$ cat src/rtl/sdram_arbiter.sv
// Two-port round-robin arbiter in front of a single SDRAM controller.
// Latches the winning request, issues it, and routes the completion back to its owner.
module sdram_arbiter #(
    parameter int unsigned TIMEOUT = 1024
) (
    input  logic        sdram_clk,
    input  logic        sdram_rst,

    input  logic        m0_acc_i,
    input  logic        m0_we_i,
    input  logic [31:0] m0_adr_i,
    input  logic [15:0] m0_dat_i,
    input  logic [1:0]  m0_sel_i,
    output logic [15:0] m0_dat_o,
    output logic        m0_ack_o,

    input  logic        m1_acc_i,
    input  logic        m1_we_i,
    input  logic [31:0] m1_adr_i,
    input  logic [15:0] m1_dat_i,
    input  logic [1:0]  m1_sel_i,
    output logic [15:0] m1_dat_o,
    output logic        m1_ack_o,

    input  logic        ctrl_idle_i,
    input  logic        ctrl_ack_i,
    input  logic [15:0] ctrl_dat_i,
    output logic        ctrl_acc_o,
    output logic        ctrl_we_o,
    output logic [31:0] ctrl_adr_o,
    output logic [15:0] ctrl_dat_o,
    output logic [1:0]  ctrl_sel_o,
    output logic [1:0]  grant_o,
    output logic        timeout_o
);

    typedef enum logic [1:0] {IDLE, ISSUE, WAIT_ACK} state_t;

    state_t      state_q, state_d;
    logic        acc_q, acc_d;
    logic        we_q, we_d;
    logic [31:0] adr_q, adr_d;
    logic [15:0] dat_q, dat_d;
    logic [1:0]  sel_q, sel_d;
    logic [1:0]  grant_q, grant_d;
    logic        last_q, last_d;
    logic [15:0] cnt_q, cnt_d;
    logic        tmo_q, tmo_d;
    logic [15:0] m0_rd_q, m0_rd_d;
    logic [15:0] m1_rd_q, m1_rd_d;
    logic        win;
    logic        ack_live;

    // Controller acks are only meaningful while an access is outstanding.
    assign ack_live = ctrl_ack_i && (state_q == WAIT_ACK);

    always_comb begin
        // NOTE: every signal gets its hold value first so no path can infer a latch.
        state_d = state_q;
        acc_d   = acc_q;
        we_d    = we_q;
        adr_d   = adr_q;
        dat_d   = dat_q;
        sel_d   = sel_q;
        grant_d = grant_q;
        last_d  = last_q;
        tmo_d   = tmo_q;
        m0_rd_d = m0_rd_q;
        m1_rd_d = m1_rd_q;
        win     = 1'b0;
        cnt_d   = (cnt_q == 16'hFFFF) ? cnt_q : cnt_q + 16'd1;

        case (state_q)
            IDLE: begin
                if (ctrl_idle_i && (m0_acc_i || m1_acc_i)) begin
                    win     = (m0_acc_i && m1_acc_i) ? ~last_q : m1_acc_i;
                    we_d    = win ? m1_we_i  : m0_we_i;
                    adr_d   = win ? m1_adr_i : m0_adr_i;
                    dat_d   = win ? m1_dat_i : m0_dat_i;
                    sel_d   = win ? m1_sel_i : m0_sel_i;
                    grant_d = win ? 2'b10 : 2'b01;
                    cnt_d   = 16'd0;
                    state_d = ISSUE;
                end
            end
            ISSUE: begin
                acc_d   = 1'b1;
                state_d = WAIT_ACK;
            end
            WAIT_ACK: begin
                if (ctrl_ack_i) begin
                    acc_d   = 1'b0;
                    we_d    = 1'b0;
                    grant_d = 2'b00;
                    last_d  = grant_q[1];
                    state_d = IDLE;
                    if (!we_q && grant_q[0]) m0_rd_d = ctrl_dat_i;
                    if (!we_q && grant_q[1]) m1_rd_d = ctrl_dat_i;
                end
            end
            default: state_d = IDLE;
        endcase

        // Flag the cycle the count reaches TIMEOUT while still waiting; the access keeps waiting.
        if ((TIMEOUT != 0) && (32'(cnt_d) >= TIMEOUT) &&
            ((state_q == ISSUE) || (state_q == WAIT_ACK && !ctrl_ack_i)))
            tmo_d = 1'b1;
    end

    always_ff @(posedge sdram_clk) begin
        // NOTE: state registers use non-blocking assignments so all flops update together.
        if (sdram_rst) begin
            state_q <= IDLE;
            acc_q   <= 1'b0;
            we_q    <= 1'b0;
            adr_q   <= '0;
            dat_q   <= '0;
            sel_q   <= '0;
            grant_q <= '0;
            last_q  <= 1'b1;
            cnt_q   <= '0;
            tmo_q   <= 1'b0;
            m0_rd_q <= '0;
            m1_rd_q <= '0;
        end else begin
            state_q <= state_d;
            acc_q   <= acc_d;
            we_q    <= we_d;
            adr_q   <= adr_d;
            dat_q   <= dat_d;
            sel_q   <= sel_d;
            grant_q <= grant_d;
            last_q  <= last_d;
            cnt_q   <= cnt_d;
            tmo_q   <= tmo_d;
            m0_rd_q <= m0_rd_d;
            m1_rd_q <= m1_rd_d;
        end
    end

    assign ctrl_acc_o = acc_q;
    assign ctrl_we_o  = we_q;
    assign ctrl_adr_o = adr_q;
    assign ctrl_dat_o = dat_q;
    assign ctrl_sel_o = sel_q;
    assign grant_o    = grant_q;
    assign timeout_o  = tmo_q;

    assign m0_ack_o = ack_live && grant_q[0];
    assign m1_ack_o = ack_live && grant_q[1];
    assign m0_dat_o = (m0_ack_o && !we_q) ? ctrl_dat_i : m0_rd_q;
    assign m1_dat_o = (m1_ack_o && !we_q) ? ctrl_dat_i : m1_rd_q;

endmodule

$ cat config.mk
export PLATFORM = sky130hd
export DESIGN_NAME = sdram_arbiter
export DESIGN_NICKNAME = d
export VERILOG_FILES = /design/src/rtl/sdram_arbiter.sv
export SDC_FILE = /design/constraint.sdc
export NUM_CORES = 1
export LEC_CHECK = 0
export ABC_CLOCK_PERIOD_IN_PS = 2500
export CAP_MARGIN = 25
export CORE_UTILIZATION = 42
export CTS_CLUSTER_SIZE = 8
export DETAILED_ROUTE_END_ITERATION = 12
export PLACE_DENSITY = 0.82
export SLEW_MARGIN = 20
export SYNTH_ARGS = -nofsm -noshare
export SYNTH_HDL_FRONTEND = slang
export SYNTH_SLANG_ARGS = --single-unit
$ cat constraint.sdc
create_clock -name sdram_clk -period 2.5 [get_ports sdram_clk]
set_input_delay 0.75 -clock sdram_clk [delete_from_list [all_inputs] [get_ports sdram_clk]]
set_output_delay 0.75 -clock sdram_clk [all_outputs]
set_load 0.01 [all_outputs]
==> results of run 1 <==
==> per-layer routing <==
layer / vias to the layer above / share of wire (%)
li1: 2107 / -
met4: 0 / 1.3
met2: 156 / 52
met3: 13 / 6.9
met1: 1970 / 40
met5: - / 0
==> state kept, by name, indices dropped and copies added, names as in the netlist <==
register    flops
cnt_q          16
ctrl_acc_o      1
ctrl_adr_o     32
ctrl_dat_o     16
ctrl_sel_o      2
ctrl_we_o       1
grant_o         2
last_q          1
m0_rd_q        16
m1_rd_q        16
state_q         2
timeout_o       1
==> stage by stage <==
step / util [%] / total power, W / hold slack [ns] / instance area (um^2)
2_1_floorplan: - / 0.00216 / 0.433 / 4700
3_3_place_gp: 65.0 / 0.00259 / 0.472 / 7070
3_5_place_dp: 65.0 / 0.00261 / 0.485 / 7070
4_1_cts: 68.8 / 0.00368 / 0.505 / 7490
5_1_grt: 68.8 / 0.00381 / 0.520 / 7490
6_report: 68.8 / 0.00364 / 0.500 / 7490
==> path summary, 6_finish.rpt <==
kind,to,slack (ns)
worst max-delay path,m0_dat_o[5],-0.15
worst min-delay path,ctrl_adr_o[14],0.50
worst max register to register,m0_rd_q[13],0.61
worst min register to register,ctrl_adr_o[14],0.50
==> kinds of logic after synthesis <==
| family | count (synthesis) |
|---|---|
| compound gates | 78 |
| xor+xnor | 8 |
| fa+ha+maj | 1 |
| buf+inv | 35 |
| flops | 106 |
| mux | 83 |
| simple gates | 154 |
==> power groups by stage <==
stage / registers [W] / logic, W / clock network, W
3_3_place_gp: 0.00186 / 0.000732 / 0
3_5_place_dp: 0.00186 / 0.000750 / 0
4_1_cts: 0.00182 / 0.000759 / 0.00110
2_1_floorplan: 0.00190 / 0.000261 / 0
6_report: 0.00182 / 0.000752 / 0.00106
5_1_grt: 0.00183 / 0.000808 / 0.00116
==> worst min-delay path, cell delays in order, from the launching register on <==
cell and delay (ns):
dfxtp_1 0.32, nor2_1 0.09, a211oi_1 0.05
==> cell type report <==
| type | instances | share of cell area, % |
|---|---|---|
| multi-input cells | 324 | 33.4 |
| repair buffers | 244 | 33.2 |
| flip-flops and latches | 106 | 28.3 |
| well taps | 140 | 2.34 |
| clock buffers | 9 | 1.65 |
| clock inverters | 7 | 1.00 |
| inverters | 3 | 0.150 |
==> cells in the mapped netlist (4+ instances only) <==
master / count / area share, %
mux2_2: 20 / 4.8
nor3_1: 7 / 0.74
a31oi_1: 7 / 0.93
clkbuf_1: 17 / 1.4
dfxtp_1: 106 / 45
nor2b_1: 14 / 1.9
nor2b_4: 6 / 1.8
nor2_1: 67 / 5.3
nand2_1: 13 / 1.0
and3_1: 4 / 0.53
a21oi_1: 9 / 0.96
xnor2_1: 5 / 0.93
buf_4: 4 / 0.64
mux2_4: 11 / 3.5
a211oi_1: 50 / 8.0
buf_2: 6 / 0.64
o21ai_0: 6 / 0.64
and2b_1: 15 / 2.4
nand3_1: 7 / 0.74
mux2i_1: 51 / 11
==> repair_timing <==
item                                    in CTS  in global routing
cloned                                       2                  0
hold buffers                                 0                  0
gates resized for setup                    184                 19
buffers inserted                            10                  3
endpoints found under the setup margin      34                 33
pin swaps                                    3                  2
endpoints found under the hold margin        0                  0
==> summary.md, run 1 <==
| Metric | Value |
|---|---|
| Clk buf depth | `2` |
| Relative slew slack | `67.1%` |
| RSZ-0062 raised after global routing | `true` |
| DRC violations left | `0` |
| Crit Path Max Fanout | `8` |
| Final Slew Violations | `0` |
| Post-Syn Area | `0.00470 mm^2` |
| Fin. Hold Viols | `0` |
| Max VDD drop | `0.000288 V` |
| Via density | `around 5.1` |
| Worst Setup Slack, final | `-0.149 ns` |
| Wire per inst | `15.6 um` |
| Place WS | `-0.949 ns` |
| Clock share of power | `slightly below 30%` |
| Filler cells | `831` |
| Mapped Nets | `590` |
| Async S/R FF share, synth | `0%` |
| Leakage | `2.95 nW` |
| Sequential area share after synthesis | `45.1%` |
| Crit start category | `input pin` |
| Nets | `between 800 and 900` |
| Max_cap viols | `0` |
| Most Used Layer, Global Route | `met2` |
| Min-Delay Startpoint | `ctrl_adr_o[14]` |
| #FFs+latches synth | `106` |
| Sw power | `0.000940 W` |
| CTS Root Cell | `clkbuf_8` |
| Critical-path top delay cell | `mux2_4` |
| Met1 Usage GRT | `between 20% and 30%` |
| Setup TNS | `-2.63 ns` |
| Chip Width | `108 um` |
| Initial Util | `a little over two fifths` |
| Worst Path Required | `1.75 ns` |
| Clk_skew | `between 0.01 and 0.015 ns` |
| Port Buf Inserts | `roughly 210` |
| Hold Path Class | `flip-flop to flip-flop` |
| Initial antenna violation count | `0` |
| M3 GR Usage | `6.11%` |
| CP Cell Sequence | `buf_2 > and3_4 > nor2b_4 > buf_8 > mux2_4 > buf_6` |
| CP bufs+invs | `3` |
| Ys Warns | `0` |
| Critical path type | `input pin to primary output` |
| EDFF count, synth | `0` |
| Mux contribution to synthesized area | `19.4%` |
| Hold Path Stages | `2` |
| Full die area | `0.0116 mm^2` |
| Number of cells on the critical path | `6` |
| Largest net degree at the start of global routing | `34` |
| Final critical-path required period | `2.65 ns` |
| Reg-to-reg startpoint | `state_q[1]` |
| Sink Count | `106` |
| DR vias | `4246` |
| Crit-path leading delay family | `buffers and inverters` |
| First-pass GRT wire length | `20000 um` |
| PwrDens | `486 mW/mm^2` |
| Fraction of layout cells with a size suffix above 1 | `19.2%` |
| ANT nets after route | `0` |
| Outcome | `finished, violations left` |
| Die Ht | `~110 um` |
| Net Sw Frac | `25.8%` |
| Row cnt | `38` |
| Number of global-route vias before repair | `4155` |
| Core ar. | `0.0109 mm^2` |
| Distinct cell type count after synthesis | `between 40 and 50` |
| Sequential share of power | `50.1%` |
| Ant. Diodes | `0` |
| Grt ovf | `0` |
| Starting DRT DRC Count | `179` |
| CTS tree | `done` |
| Cts bufs inserted | `9` |
| Fmax | `0.378 GHz` |
| Reg2reg path depth | `8` |
| IO Count | `213` |
| Period utilisation layout | `106%` |
| Xor and xnor area share after synthesis | `under 10%` |
| Clk pin slew, worst setup/hold paths | `0.09 ns` |
| Crit path largest cell delay | `approximately 0.32 ns` |
| Post-placement cell count | `approximately 800` |
| Post-DP HPWL | `9480 um` |
| Post-synthesis compound-gate area fraction | `around 12%` |
| Area of the multi-input gates | `0.00250 mm^2` |
| Commonest cells after routing, fill and taps aside | `176 x clkdlybuf4s50_1, 105 x dfxtp_1, 67 x nor2_1` |
| Routability cong. | `approximately 0.83` |
| Arrival time at the worst endpoint | `between 1.5 and 2 ns` |
| Synth Flop Type | `dfxtp_1` |
| Tightest Pin Transition | `0.490 ns` |
| Main combinational cell family by area after synthesis | `multiplexers` |
| WL final | `13000 um` |
| Worst-Skew Late Latency | `approximately 0.36 ns` |
| Post-synthesis simple-gate area fraction | `18.2%` |
| Syn_area_per_cell | `between 10 and 15 um^2` |
| Internal | `between 0.002 and 0.003 W` |
| First-pass DRT Iterations | `5` |
| Total Routing Usage GR | `between 20% and 30%` |
| Crit. Startpoint | `ctrl_ack_i` |
| Synth Instances | `465` |
| Failing checks | `setup timing` |
| FF/Latch Area | `around 0.0021 mm^2` |
| CP Capture Type | `primary output` |
| GR Util met2 | `41.3%` |
| Commonest non-fill, non-tap cell in the layout | `clkdlybuf4s50_1` |
| Combinational share of power | `20.7%` |
| Synth Area in Adders | `0.266%` |
| Final std cells w/o fill | `833` |
| Final setup vio count | `32` |
| Area Overhead vs Synth | `59.3%` |
| CTS H-tree depth | `3` |
(Power assumes the default switching activity.)
==> run 2: changes to the inputs <==
ABC_AREA = 1   (was default)
SKIP_CTS_REPAIR_TIMING = 1   (was default)
==> run 2 against run 1 <==
  * The flow still finishes with violations (setup timing)
  * Global-route usage rose by 3.6 points
  * Via count rose by 28%
  * Combinational power fell by 7.7%
  * Sequential share of layout area fell by 1.1 points
  * Hold slack got worse by 0.032 ns
  * First-iteration DRC count rose by 130%
  * Critical path depth rose by 7
  * Non-clock buffer count rose by 29
  * Sequential cell count did not move
  * Synthesized area fell by 0.61%
  * Routed wire length rose by 33%
  * Critical path type is now flip-flop to primary output
  * Largest cell class is now buffers
==> summary.md, run 2 <==
| Metric | Value |
|---|---|
| Commonest cells after routing, fill and taps aside | `176 x clkdlybuf4s50_1, 114 x nor2_1, 105 x nand2_1, 105 x dfxtp_1, 67 x inv_1` |
| Relative slew slack | `71.1%` |
| DRC violations left | `0` |
| Sw power | `0.00108 W` |
| FF-to-FF End | `timeout_o` |
| Setup TNS | `-5.56 ns` |
| Synth top area share | `45.4%` |
| IO Count | `213` |
| First-pass GRT wire length | `between 20000 and 25000 um` |
| Reg2reg path depth | `13` |
| Period utilisation layout | `110%` |
| Internal | `0.00256 W` |
| Via density | `5.20` |
| Crit start category | `flip-flop` |
| Post-Syn Area | `0.00468 mm^2` |
| Largest cells by area after synthesis | `dfxtp_1 45%, nand2_1 10%, nor2_1 9.2%, o31ai_1 8.2%, o21ai_0 7.4%` |
| Number of global-route vias before repair | `4953` |
| Clk buf depth | `2` |
| First-pass DRT Iterations | `5` |
| EDFF count, synth | `0` |
| Reg-to-reg startpoint | `cnt_q[1]` |
| DR vias | `~5400` |
| CTS H-tree depth | `3` |
| Sequential share of power | `49.8%` |
| Synth Instances | `approximately 650` |
| Fmax | `roughly 0.36 GHz` |
| Worst Setup Slack, final | `-0.247 ns` |
| Wire per inst | `around 17 um` |
| RSZ-0062 raised after global routing | `true` |
| PwrDens | `between 400 and 500 mW/mm^2` |
| Ys Warns | `0` |
| Routability cong. | `0.856` |
| Final Slew Violations | `0` |
| Syn_area_per_cell | `7.16 um^2` |
| Total Routing Usage GR | `between 20 and 30%` |
| CTS tree | `done` |
| Design Area, Final | `0.00781 mm^2` |
| Synth area leader | `dfxtp_1` |
| Max_cap viols | `0` |
| Area Overhead vs Synth | `67.0%` |
| Combinational share of power | `19.0%` |
| Failing checks | `setup timing` |
| Post-DP HPWL | `10800 um` |
| Mapped Nets | `778` |
| Synth Flop Type | `dfxtp_1` |
| Commonest non-fill, non-tap cell in the layout | `clkdlybuf4s50_1` |
| Max VDD drop | `0.000356 V` |
| Worst R2R Setup Slack | `0.53 ns` |
| Arrival time at the worst endpoint | `2.00 ns` |
| Critical path type | `flip-flop to primary output` |
| Min-Delay Startpoint | `timeout_o` |
| Fin. Hold Viols | `0` |
| Clk_skew | `0.0146 ns` |
| Distinct cell type count after synthesis | `29` |
| #FFs+latches synth | `roughly 110` |
| Leakage | `3.55 nW` |
| Filler cells | `803` |
| CP endpoint | `m1_dat_o[3]` |
| Crit. Startpoint | `state_q[1]` |
| DP Area | `around 0.0071 mm^2` |
| Port Buf Inserts | `212` |
| Async S/R FF share, synth | `0%` |
| Sink Count | `about 110` |
| Most frequent cells after synthesis | `130 x nand2_1, 114 x nor2_1, 106 x dfxtp_1` |
| Worst-Skew Late Latency | `0.38 ns` |
| Core ar. | `0.0108 mm^2` |
| Crit Path Max Fanout | `6` |
| Clock share of power | `31.1%` |
| Net Sw Frac | `approximately 30%` |
| Row cnt | `38` |
| Grt ovf | `0` |
| Initial antenna violation count | `1` |
| Chip Width | `108 um` |
| Fraction of layout cells with a size suffix above 1 | `20.7%` |
| Largest register FFs | `32` |
| Full die area | `0.0116 mm^2` |
| Initial Util | `between 40% and 50%` |
| CP Capture Type | `primary output` |
| Outcome | `finished, violations left` |
| Die Ht | `between 100 and 150 um` |
| Final setup vio count | `32` |
| WL final | `~17000 um` |
| Hold Path Class | `flip-flop to flip-flop` |
| Nets | `1025` |
| Clk pin slew, worst setup/hold paths | `0.12 ns` |
| Cts bufs inserted | `9` |
| Worst Path Required | `1.75 ns` |
| ANT nets after route | `0` |
| Sequential area share after synthesis | `45.4%` |
| CTS Root Cell | `clkbuf_8` |
| Largest net degree at the start of global routing | `90` |
| Fin Hold WS | `0.468 ns` |
| Tightest Pin Transition | `0.434 ns` |
| Final critical-path required period | `2.75 ns` |
| Starting DRT DRC Count | `418` |
| Most common cell in the synthesized netlist | `nand2_1` |
## run 2: final cells by class
class / count / area (um^2) / area share [%]
timing repair buffer: 273 / 2630 / 33.7
clock inverter: 7 / 92.6 / 1.19
antenna: 1 / 2.50 / 0.0320
tap: 140 / 175 / 2.24
multi-input combinational: 433 / 2370 / 30.4
clock buffer: 9 / 124 / 1.59
sequential: 106 / 2120 / 27.2
inverter: 77 / 290 / 3.72
## run 2: layer usage
layer	share of wire, %	track usage [%]
met1	41	30.1
met2	50	45.1
met3	5.4	5.87
met4	3.5	9.98
met5	0	0
## run 2: worst max-delay path, cell delays in order, from the launching register on
cell     delay [ns]
dfxtp_2        0.36
inv_2          0.05
nor2_4         0.10
inv_2          0.06
nor2_4         0.12
nand2_2        0.08
nor2_4         0.15
buf_6          0.14
buf_12         0.12
buf_6          0.11
nand2_4        0.04
o21ai_2        0.09
inv_1          0.07
buf_6          0.12
## run 2: how the worst min path moves through the flow
stage                     endpoint  slack [ns]  cells past startpoint
floorplan                   last_q        0.43                      2
global placement     ctrl_adr_o[8]        0.44                      2
detailed placement   ctrl_dat_o[7]        0.45                      2
CTS                      timeout_o        0.47                      2
global route        ctrl_adr_o[14]        0.48                      2
finish                   timeout_o        0.47                      2
## run 2: power groups by stage
stage               registers (W)  clock network (W)  logic (W)
finish                    0.00181            0.00113   0.000694
global route              0.00182            0.00121   0.000738
CTS                       0.00181            0.00114   0.000672
detailed placement        0.00185                  0   0.000668
global placement          0.00185                  0   0.000654
floorplan                 0.00188                  0   0.000219
## run 2: stage by stage
stage / cells / power [W] / setup WS [ns] / util [%]
floorplan: 653 / 0.00209 / 0.181 / -
global placement: 1000 / 0.00250 / -0.785 / 65.4
detailed placement: 1000 / 0.00252 / -0.799 / 65.4
CTS: 1016 / 0.00362 / -0.821 / 67.4
global route: 1046 / 0.00378 / -0.361 / 72.0
finish: 1046 / 0.00364 / -0.247 / 72.0
## run 2: cell families after synthesis
| family | after synthesis | share of synthesized area, % |
|---|---|---|
| buffers and inverters | 114 | 10.2 |
| adders and majority gates | 1 | 0.268 |
| DFF | 106 | 45.4 |
| xor gates and xnor gates | 6 | 1.12 |
| AOI/OAI and AO/OA | 149 | 18.8 |
| and+or+nand+nor | 277 | 24.2 |
